--- src/rtl/spi_pkg.sv ---
// Shared types and default sizing for the SPI initiator.
// Optional feature macro: SPI_MASTER_LSB_FIRST_EN.
package spi_pkg;

    typedef enum logic [1:0] {
        IDLE,
        LOW,
        HIGH
    } spi_state_e;

    localparam int SPI_WIDTH  = 8;
    localparam int SPI_CLKDIV = 4;

endpackage

--- src/rtl/spi_edge_gen.sv ---
// Half-period timer: alternating rise/fall pulses every CLKDIV cycles
// while enabled; held cleared while disabled.
import spi_pkg::*;

module spi_edge_gen #(
    parameter int CLKDIV = SPI_CLKDIV
) (
    input  logic clk,
    input  logic reset,
    input  logic enable,
    output logic riseEdge,
    output logic fallEdge
);

    localparam int CW = (CLKDIV > 1) ? $clog2(CLKDIV) : 1;

    logic [CW-1:0] cnt_q, cnt_d;
    logic          phase_q, phase_d;
    logic          tick;

    always_comb begin
        tick    = enable && (cnt_q == CW'(CLKDIV - 1));
        cnt_d   = '0;
        phase_d = 1'b0;
        if (enable) begin
            cnt_d   = tick ? '0 : cnt_q + 1'b1;
            phase_d = phase_q ^ tick;
        end
    end

    always_ff @(posedge clk or posedge reset) begin
        if (reset) begin
            cnt_q   <= '0;
            phase_q <= 1'b0;
        end else begin
            cnt_q   <= cnt_d;
            phase_q <= phase_d;
        end
    end

    // phase low means sclk is currently low, so the next tick is a rise
    assign riseEdge = tick & ~phase_q;
    assign fallEdge = tick & phase_q;

endmodule

--- src/rtl/spi_master.sv ---
// SPI mode-0 initiator: FSM, bit counter, shift registers, output flops.
// Define SPI_MASTER_LSB_FIRST_EN for LSB-first transfers.
import spi_pkg::*;

module spi_master #(
    parameter int WIDTH  = SPI_WIDTH,
    parameter int CLKDIV = SPI_CLKDIV
) (
    input  logic             clk,
    input  logic             reset,
    input  logic             start,
    input  logic [WIDTH-1:0] txData,
    input  logic             miso,
    output logic [WIDTH-1:0] rxData,
    output logic             busy,
    output logic             done,
    output logic             sclk,
    output logic             cs,
    output logic             mosi
);

    localparam int BW = (WIDTH > 1) ? $clog2(WIDTH) : 1;

    spi_state_e       state_q, state_d;
    logic [BW-1:0]    bit_q, bit_d;
    logic [WIDTH-1:0] tx_q, tx_d;
    logic [WIDTH-1:0] rx_q, rx_d;
    logic [WIDTH-1:0] rxd_q, rxd_d;
    logic             mosi_q, mosi_d;
    logic             sclk_q, sclk_d;
    logic             cs_q, cs_d;
    logic             done_q, done_d;
    logic             rise, fall;
    logic [WIDTH-1:0] tx_sh, rx_sh;

`ifdef SPI_MASTER_LSB_FIRST_EN
    localparam int MB = 0;
    assign tx_sh = tx_q >> 1;
    assign rx_sh = {miso, rx_q[WIDTH-1:1]};
`else
    localparam int MB = WIDTH - 1;
    assign tx_sh = tx_q << 1;
    assign rx_sh = {rx_q[WIDTH-2:0], miso};
`endif

    spi_edge_gen #(.CLKDIV(CLKDIV)) u_edge (
        .clk     (clk),
        .reset   (reset),
        .enable  (state_q != IDLE),
        .riseEdge(rise),
        .fallEdge(fall)
    );

    always_comb begin
        state_d = state_q;
        bit_d   = bit_q;
        tx_d    = tx_q;
        rx_d    = rx_q;
        rxd_d   = rxd_q;
        mosi_d  = mosi_q;
        sclk_d  = sclk_q;
        cs_d    = cs_q;
        done_d  = 1'b0;
        unique case (state_q)
            IDLE: begin
                if (start) begin
                    state_d = LOW;
                    tx_d    = txData;
                    rx_d    = '0;
                    bit_d   = '0;
                    cs_d    = 1'b0;
                    sclk_d  = 1'b0;
                    mosi_d  = txData[MB];
                end
            end
            LOW: begin
                if (rise) begin
                    state_d = HIGH;
                    sclk_d  = 1'b1;
                    rx_d    = rx_sh;
                end
            end
            HIGH: begin
                if (fall) begin
                    sclk_d = 1'b0;
                    if (bit_q == BW'(WIDTH - 1)) begin
                        state_d = IDLE;
                        cs_d    = 1'b1;
                        done_d  = 1'b1;
                        rxd_d   = rx_q;
                    end else begin
                        state_d = LOW;
                        bit_d   = bit_q + 1'b1;
                        tx_d    = tx_sh;
                        mosi_d  = tx_sh[MB];
                    end
                end
            end
            default: state_d = IDLE;
        endcase
    end

    always_ff @(posedge clk or posedge reset) begin
        if (reset) begin
            state_q <= IDLE;
            bit_q   <= '0;
            tx_q    <= '0;
            rx_q    <= '0;
            rxd_q   <= '0;
            mosi_q  <= 1'b0;
            sclk_q  <= 1'b0;
            cs_q    <= 1'b1;
            done_q  <= 1'b0;
        end else begin
            state_q <= state_d;
            bit_q   <= bit_d;
            tx_q    <= tx_d;
            rx_q    <= rx_d;
            rxd_q   <= rxd_d;
            mosi_q  <= mosi_d;
            sclk_q  <= sclk_d;
            cs_q    <= cs_d;
            done_q  <= done_d;
        end
    end

    assign rxData = rxd_q;
    assign busy   = (state_q != IDLE);
    assign done   = done_q;
    assign sclk   = sclk_q;
    assign cs     = cs_q;
    assign mosi   = mosi_q;

endmodule
--- config.mk ---
export PLATFORM = sky130hd
export DESIGN_NAME = spi_master
export DESIGN_NICKNAME = d
export VERILOG_FILES = /design/src/rtl/spi_pkg.sv /design/src/rtl/spi_edge_gen.sv /design/src/rtl/spi_master.sv
export SDC_FILE = /design/constraint.sdc
export NUM_CORES = 1
export LEC_CHECK = 0
export BUFFER_PORTS_ARGS = -buffer_cell sky130_fd_sc_hd__buf_4
export CAP_MARGIN = 20
export CORE_UTILIZATION = 55
export CTS_BUF_LIST = sky130_fd_sc_hd__clkbuf_8
export DETAILED_ROUTE_END_ITERATION = 8
export GPL_TIMING_DRIVEN = 0
export PLACE_DENSITY = 0.78
export SLEW_MARGIN = 20
export SYNTH_ARGS = -nofsm -noshare
export SYNTH_HDL_FRONTEND = slang
export SYNTH_SLANG_ARGS = --single-unit
--- constraint.sdc ---
create_clock -name clk -period 2.3 [get_ports clk]
set_input_delay 0.23 -clock clk [delete_from_list [all_inputs] [get_ports clk]]
set_output_delay 0.23 -clock clk [all_outputs]
set_load 0.05 [all_outputs]
Yosys cells after proc, flatten, opt, wreduce, memory -nomap -nowiden
Cells that the tools add are included.
{"block": "classes", "addsub": 2, "n_eq_ne": 9, "muxes": 33, "n_bitwise": 4, "n_reduce_logical": 12}
{"op": "7-bit 2-to-1 mux", "n": 3}
{"op": "8-bit 2-to-1 mux", "n": 2}
{"op": "8-bit case mux with 2 select lines", "n": 1}
{"op": "7-bit case mux with 2 select lines", "n": 1}
{"op": "1-bit 2-to-1 mux", "n": 13}
{"op": "4-bit AND reduction", "n": 3}
{"op": "2-bit 2-to-1 mux", "n": 5}
{"op": "2-bit != test, second input constant", "n": 5}
{"op": "3-bit 2-to-1 mux", "n": 3}
{"op": "3-bit AND reduction", "n": 3}
{"op": "2-bit case mux with 3 select lines", "n": 1}
{"op": "3-bit case mux with 2 select lines", "n": 1}
{"op": "2-bit nonzero test", "n": 3}
{"op": "2-bit equality test, second input constant", "n": 2}
{"op": "1-bit case mux with 2 select lines", "n": 2}
{"op": "3-bit by 1-bit adder with 3-bit output, second input constant", "n": 1}
{"op": "3-bit equality test, second input constant", "n": 1}
{"op": "1-bit case mux with 3 select lines", "n": 1}
{"op": "3-bit nonzero test", "n": 1}
{"op": "2-bit by 1-bit adder with 2-bit output, second input constant", "n": 1}
{"op": "1-bit AND", "n": 2}
{"op": "2-bit by 1-bit equality test with 1-bit output, second input constant", "n": 1}
{"op": "2-bit zero test", "n": 1}
{"op": "1-bit logical AND", "n": 1}
{"op": "2 further kinds", "n": 2}
{"block": "word_totals", "reg_bits": 35, "input_bits": 12, "output_inout_bits": 13, "wordCells": 71}

Depth between registers and ports, before layout
{"block": "logic_depth", "depth_word": 5, "depth_mapped": 8, "depth_no_buf": 6}

By module
From an unflattened synthesis, not the netlist that was laid out.
{"block": "hier_totals", "hier_cells": 125, "area_unflattened_um2": 1622.8}
{"module": "spi_master", "n_inst": 1, "cells_per_inst": 113, "area_each_um2": 1483.9, "seq_area_each_um2": 802.0}
{"module": "spi_edge_gen", "n_inst": 1, "cells_per_inst": 12, "area_each_um2": 138.9, "seq_area_each_um2": 75.1}

Least setup slack after synthesis
OpenSTA, ideal clock, no wires.
{"block": "synth_path", "kind": "register to register", "from": "register state_q[1]", "to": "register mosi_q, in the netlist mosi", "setup_time_ps": 125, "arrival_ps": 1927, "t_required_ps": 2175, "slack_ps": 248, "stages_incl_launch_ff": 9, "path_buffers": 2, "synth_period_minus_slack_ps": 2052, "path_cell_list": "dfrtp_1 buf_6 nor2_1 nor2b_1 ha_1 nor2b_1 a22o_4 buf_6 mux2_4"}
{"block": "synth_between", "elab_chain_cells": 5, "elab_cells_between_ends": 11, "classes_between": "4 x eq/ne; 1 x mux; 1 x bitwise; 5 x reduce/logical"}
{"element": "start: declaration", "line": "spi_master.sv:24", "text": "spi_state_e state_q, state_d;"}
{"element": "start signal: assignment", "line": "spi_master.sv:115", "text": "state_q <= state_d;"}
{"element": "2-bit nonzero test", "line": "spi_master.sv:49", "text": ".enable (state_q != IDLE),"}
{"element": "1-bit logical AND", "line": "spi_edge_gen.sv:22", "text": "tick = enable && (cnt_q == CW'(CLKDIV - 1));"}
{"element": "1-bit AND", "line": "spi_edge_gen.sv:43", "text": "assign fallEdge = tick & phase_q;"}
{"element": "2-bit != test (no source line)"}
{"element": "4-bit AND reduction (no source line)"}
{"element": "end signal: assignment", "line": "spi_master.sv:120", "text": "mosi_q <= mosi_d;"}
{"element": "end: declaration", "line": "spi_master.sv:29", "text": "logic mosi_q, mosi_d;"}
Parallel ways exist; a longest one is shown, timed or not.
A chain may end at the register's enable or synchronous reset.

Final worst setup path
{"block": "layout_path", "from": "register state_q[1]", "to": "register tx_q[1]"}
{"block": "layout_between", "elab_chain_cells": 5, "elab_cells_between_ends": 11, "classes_between": "4 x eq/ne; 1 x mux; 1 x bitwise; 5 x reduce/logical"}
{"element": "2-bit nonzero test", "line": "spi_master.sv:49"}
{"element": "1-bit logical AND", "line": "spi_edge_gen.sv:22"}
{"element": "1-bit AND", "line": "spi_edge_gen.sv:43"}
{"element": "2-bit != test (no source line)"}
{"element": "4-bit AND reduction (no source line)"}
{"element": "end signal: assignment", "line": "spi_master.sv:117", "text": "tx_q <= tx_d;"}
{"element": "end: declaration", "line": "spi_master.sv:26", "text": "logic [WIDTH-1:0] tx_q, tx_d;"}
Parallel ways exist; a longest one is shown, timed or not.

==> results_dict.tcl <==
set metrics [dict create \
    status "finished clean" \
    drv_slew 0 \
    antenna_found_initial 0 \
    critPathKind "reg -> reg" \
    min_period_ns 2.16 \
    synth_cells 132 \
    portBuffers 24 \
    drive_above_1_share_pct 39.6 \
    cts_buffers 5 \
    clockBufferDepth 2 \
    drt_iter0_drc 26 \
    max_freq_mhz 464 \
    min_path_type "in -> async" \
    ys_types 25 \
    die_h_um 56.0 \
    synth_top_cell_by_area "dfrtp_1" \
    die-area_sq_mm 0.00313 \
    seq_area_frac_synth_pct 54.7 \
    required_ns 2.48 \
    die_x_um 56.0 \
    ff2ff_path_depth 8 \
    slowest_stage "dfrtp_1" \
    firstDrtPassIters 4 \
    grt_max_degree 36 \
    worstMarginPinSlew_ns 0.711 \
    tns_ns 0 \
    finalSetupViolations 0 \
    crit_path_start "state_q[1]" \
    area_delta_synth_final_pct 21.4 \
    htree_levels 2 \
    final_antenna_net_count 0 \
    clock_latency_ns 0.29 \
    fin_cells 195 \
    cts_hold_buf 0 \
    holdWs_ns 0.0574 \
    num_vias 1082 \
    crit_path_end "tx_q[1]" \
    power.density_mw_per_mm2 1050 \
    first_global_vias 1078 \
    dpl.cell_count 187 \
    drc_errors 0 \
    endpoint_kind "register" \
    rr_endpoint "tx_q[1]" \
    syn_avg_cell_area_sq_um 12.1 \
    dp_hpwl_mm 1.93 \
    cts_root_buf "clkbuf_8" \
    row_count 19 \
    max-cap-violations 0 \
    start_kind "register" \
    worstPathArrival_ns 2.33 \
    synth_top_cell_area_share_pct 53.1 \
    synth_area_leaders "dfrtp_1 53%, mux2_2 12%, mux2_4 4.7%" \
    fp.coreArea_sq_mm 0.00276 \
    wire_per_inst_um 14.3 \
    numClockSinks 35 \
    start_util_pct 58.1 \
    syn_nets 149 \
    critPathMaxFanout 10 \
    io-pin-count 25 \
    routed_via_density 5.55 \
    cts_tree "yes" \
    clk_pin_slew_ns 0.07 \
    synth_seq_cells 35 \
    synth.yosys.warnings 0 \
    r2r_slack_ns 0.14 \
    power.leakage_nw 0.948 \
    cp_cell_sequence "buf_6 > nor2_2 > nor2b_1 > ha_1 > nor2b_1 > a22o_4 > buf_6 > mux2_4" \
    fin_crit_sh_pct 93.8 \
    synth_area_sq_mm 0.00160 \
    routed_wl_mm 2.78 \
    n_antenna_cell 0 \
    finalNetCount 180 \
    grt_first_pass_wirelength_mm 4.84 \
    grt_overflow 0 \
    rsz0062_at_grt "no" \
    gr-usage-all-layers_pct 21.0 \
    fin_skew_ns 0.00846 \
    r2r-start "state_q[1]" \
    max_stage_delay_ns 0.37 \
    max_slew_margin_pct 52.5 \
    hold_viol_final 0 \
    gp_congestion 0.712 \
    peakVddDrop_v 0.000909 \
]
report_power, final:
| part | leakage, nW | internal (W) | switching, W |
|---|---|---|---|
| clock | 0.0612 | 0.000351 | 0.000221 |
| sequential | 0.459 | 0.000740 | 0.0000771 |
| combinational | 0.427 | 0.000292 | 0.000366 |
kinds of logic (layout without fill, tap and decap cells):
family | Yosys count | count (layout) | synth area share (%)
compound gates | 19 | 19 | 7.10
flops | 35 | 35 | 54.7
mux | 23 | 23 | 17.3
fa+ha+maj | 5 | 5 | 3.90
buf+inv | 24 | 56 | 7.10
simple gates | 26 | 26 | 9.91
per-layer routing:
metal / up-vias / track usage (%) / wire (um)
met5: - / 0 / 0
met4: 0 / 11.5 / 57
met3: 5 / 7.21 / 113
met2: 26 / 33.5 / 1400
met1: 534 / 25.0 / 1210
li1: 517 / - / -
worst max-delay path, delay by kind of cell, from the launching register on:
| family | cells | cell delay (ns) |
|---|---|---|
| buf+inv | 2 | 0.29 |
| mux | 1 | 0.30 |
| flops | 1 | 0.37 |
| fa+ha+maj | 1 | 0.27 |
| simple gates | 3 | 0.57 |
| compound gates | 1 | 0.25 |
cells in the mapped netlist, drive strengths merged:
cell	number
o22ai	1
nor3	2
or2	1
a31oi	1
o21ai	13
nor2	3
mux2	22
a21oi	2
nand2	2
a22o	2
nor2b	4
inv	18
buf	4
nand3	1
dfstp	1
ha	5
clkbuf	2
mux2i	1
nand4	11
nand2b	2
dfrtp	34
timing repair:
| item | in CTS | in global routing |
|---|---|---|
| buffers inserted | 0 | 0 |
| setup endpoints to repair | 0 | 13 |
| hold endpoints to repair | 0 | 0 |
| resized for setup | 0 | 2 |
worst min path at each step:
stage,from,cells after the start,slack [ns],endpoint
6_report,reset,2,0.06,tx_q[1]
5_1_grt,reset,2,0.11,tx_q[2]
4_1_cts,reset,2,0.08,tx_q[2]
3_5_place_dp,reset,2,0.40,tx_q[2]
3_3_place_gp,u_edge.cnt_q[0],1,0.43,u_edge.cnt_q[0]
2_1_floorplan,reset,1,0.38,bit_q[0]
cell usage in the layout, fill, tap and decap left out, types with 2 or more instances in the layout:
| cell type | synthesis | routed |
|---|---|---|
| buf_4 | 0 | 24 |
| buf_6 | 3 | 3 |
| clkbuf_1 | 2 | 2 |
| clkbuf_8 | 0 | 6 |
| dfrtp_1 | 34 | 34 |
| ha_1 | 5 | 5 |
| inv_1 | 18 | 17 |
| mux2_2 | 17 | 17 |
| mux2_4 | 5 | 5 |
| nand2_1 | 2 | 2 |
| nand2b_1 | 2 | 2 |
| nand4_1 | 11 | 11 |
| nor2_1 | 3 | 2 |
| nor2b_1 | 3 | 3 |
| nor3_1 | 2 | 2 |
| o21ai_0 | 13 | 13 |
cell type report:
type                       count  area (sq um)
buffer                         6          46.3
multi-input combinational     73           618
fill                         214           812
clock inverter                 2          35.0
tap                           31          38.8
inverter                      18          67.6
sequential                    35           877
timing repair buffer          24           180
clock buffer                   6          82.6
sequential cells by signal, indices dropped and copies added (netlist names):
signal,cells
bit_q,3
cs,1
done,1
mosi,1
rxData,8
rx_q,8
sclk,1
state_q,2
tx_q,7
u_edge.cnt_q,2
u_edge.phase_q,1
through the flow:
stage	instance area, sq um	utilization (%)	setup WS (ns)	power (W)
2_1_floorplan	1600	-	0.248	0.00132
3_3_place_gp	1820	66.1	0.0674	0.00145
3_5_place_dp	1820	66.1	0.0535	0.00148
4_1_cts	1940	70.3	0.0335	0.00205
5_1_grt	1950	70.6	0.0298	0.00216
6_report	1950	70.6	0.143	0.00205
(Power assumes the default switching activity.)
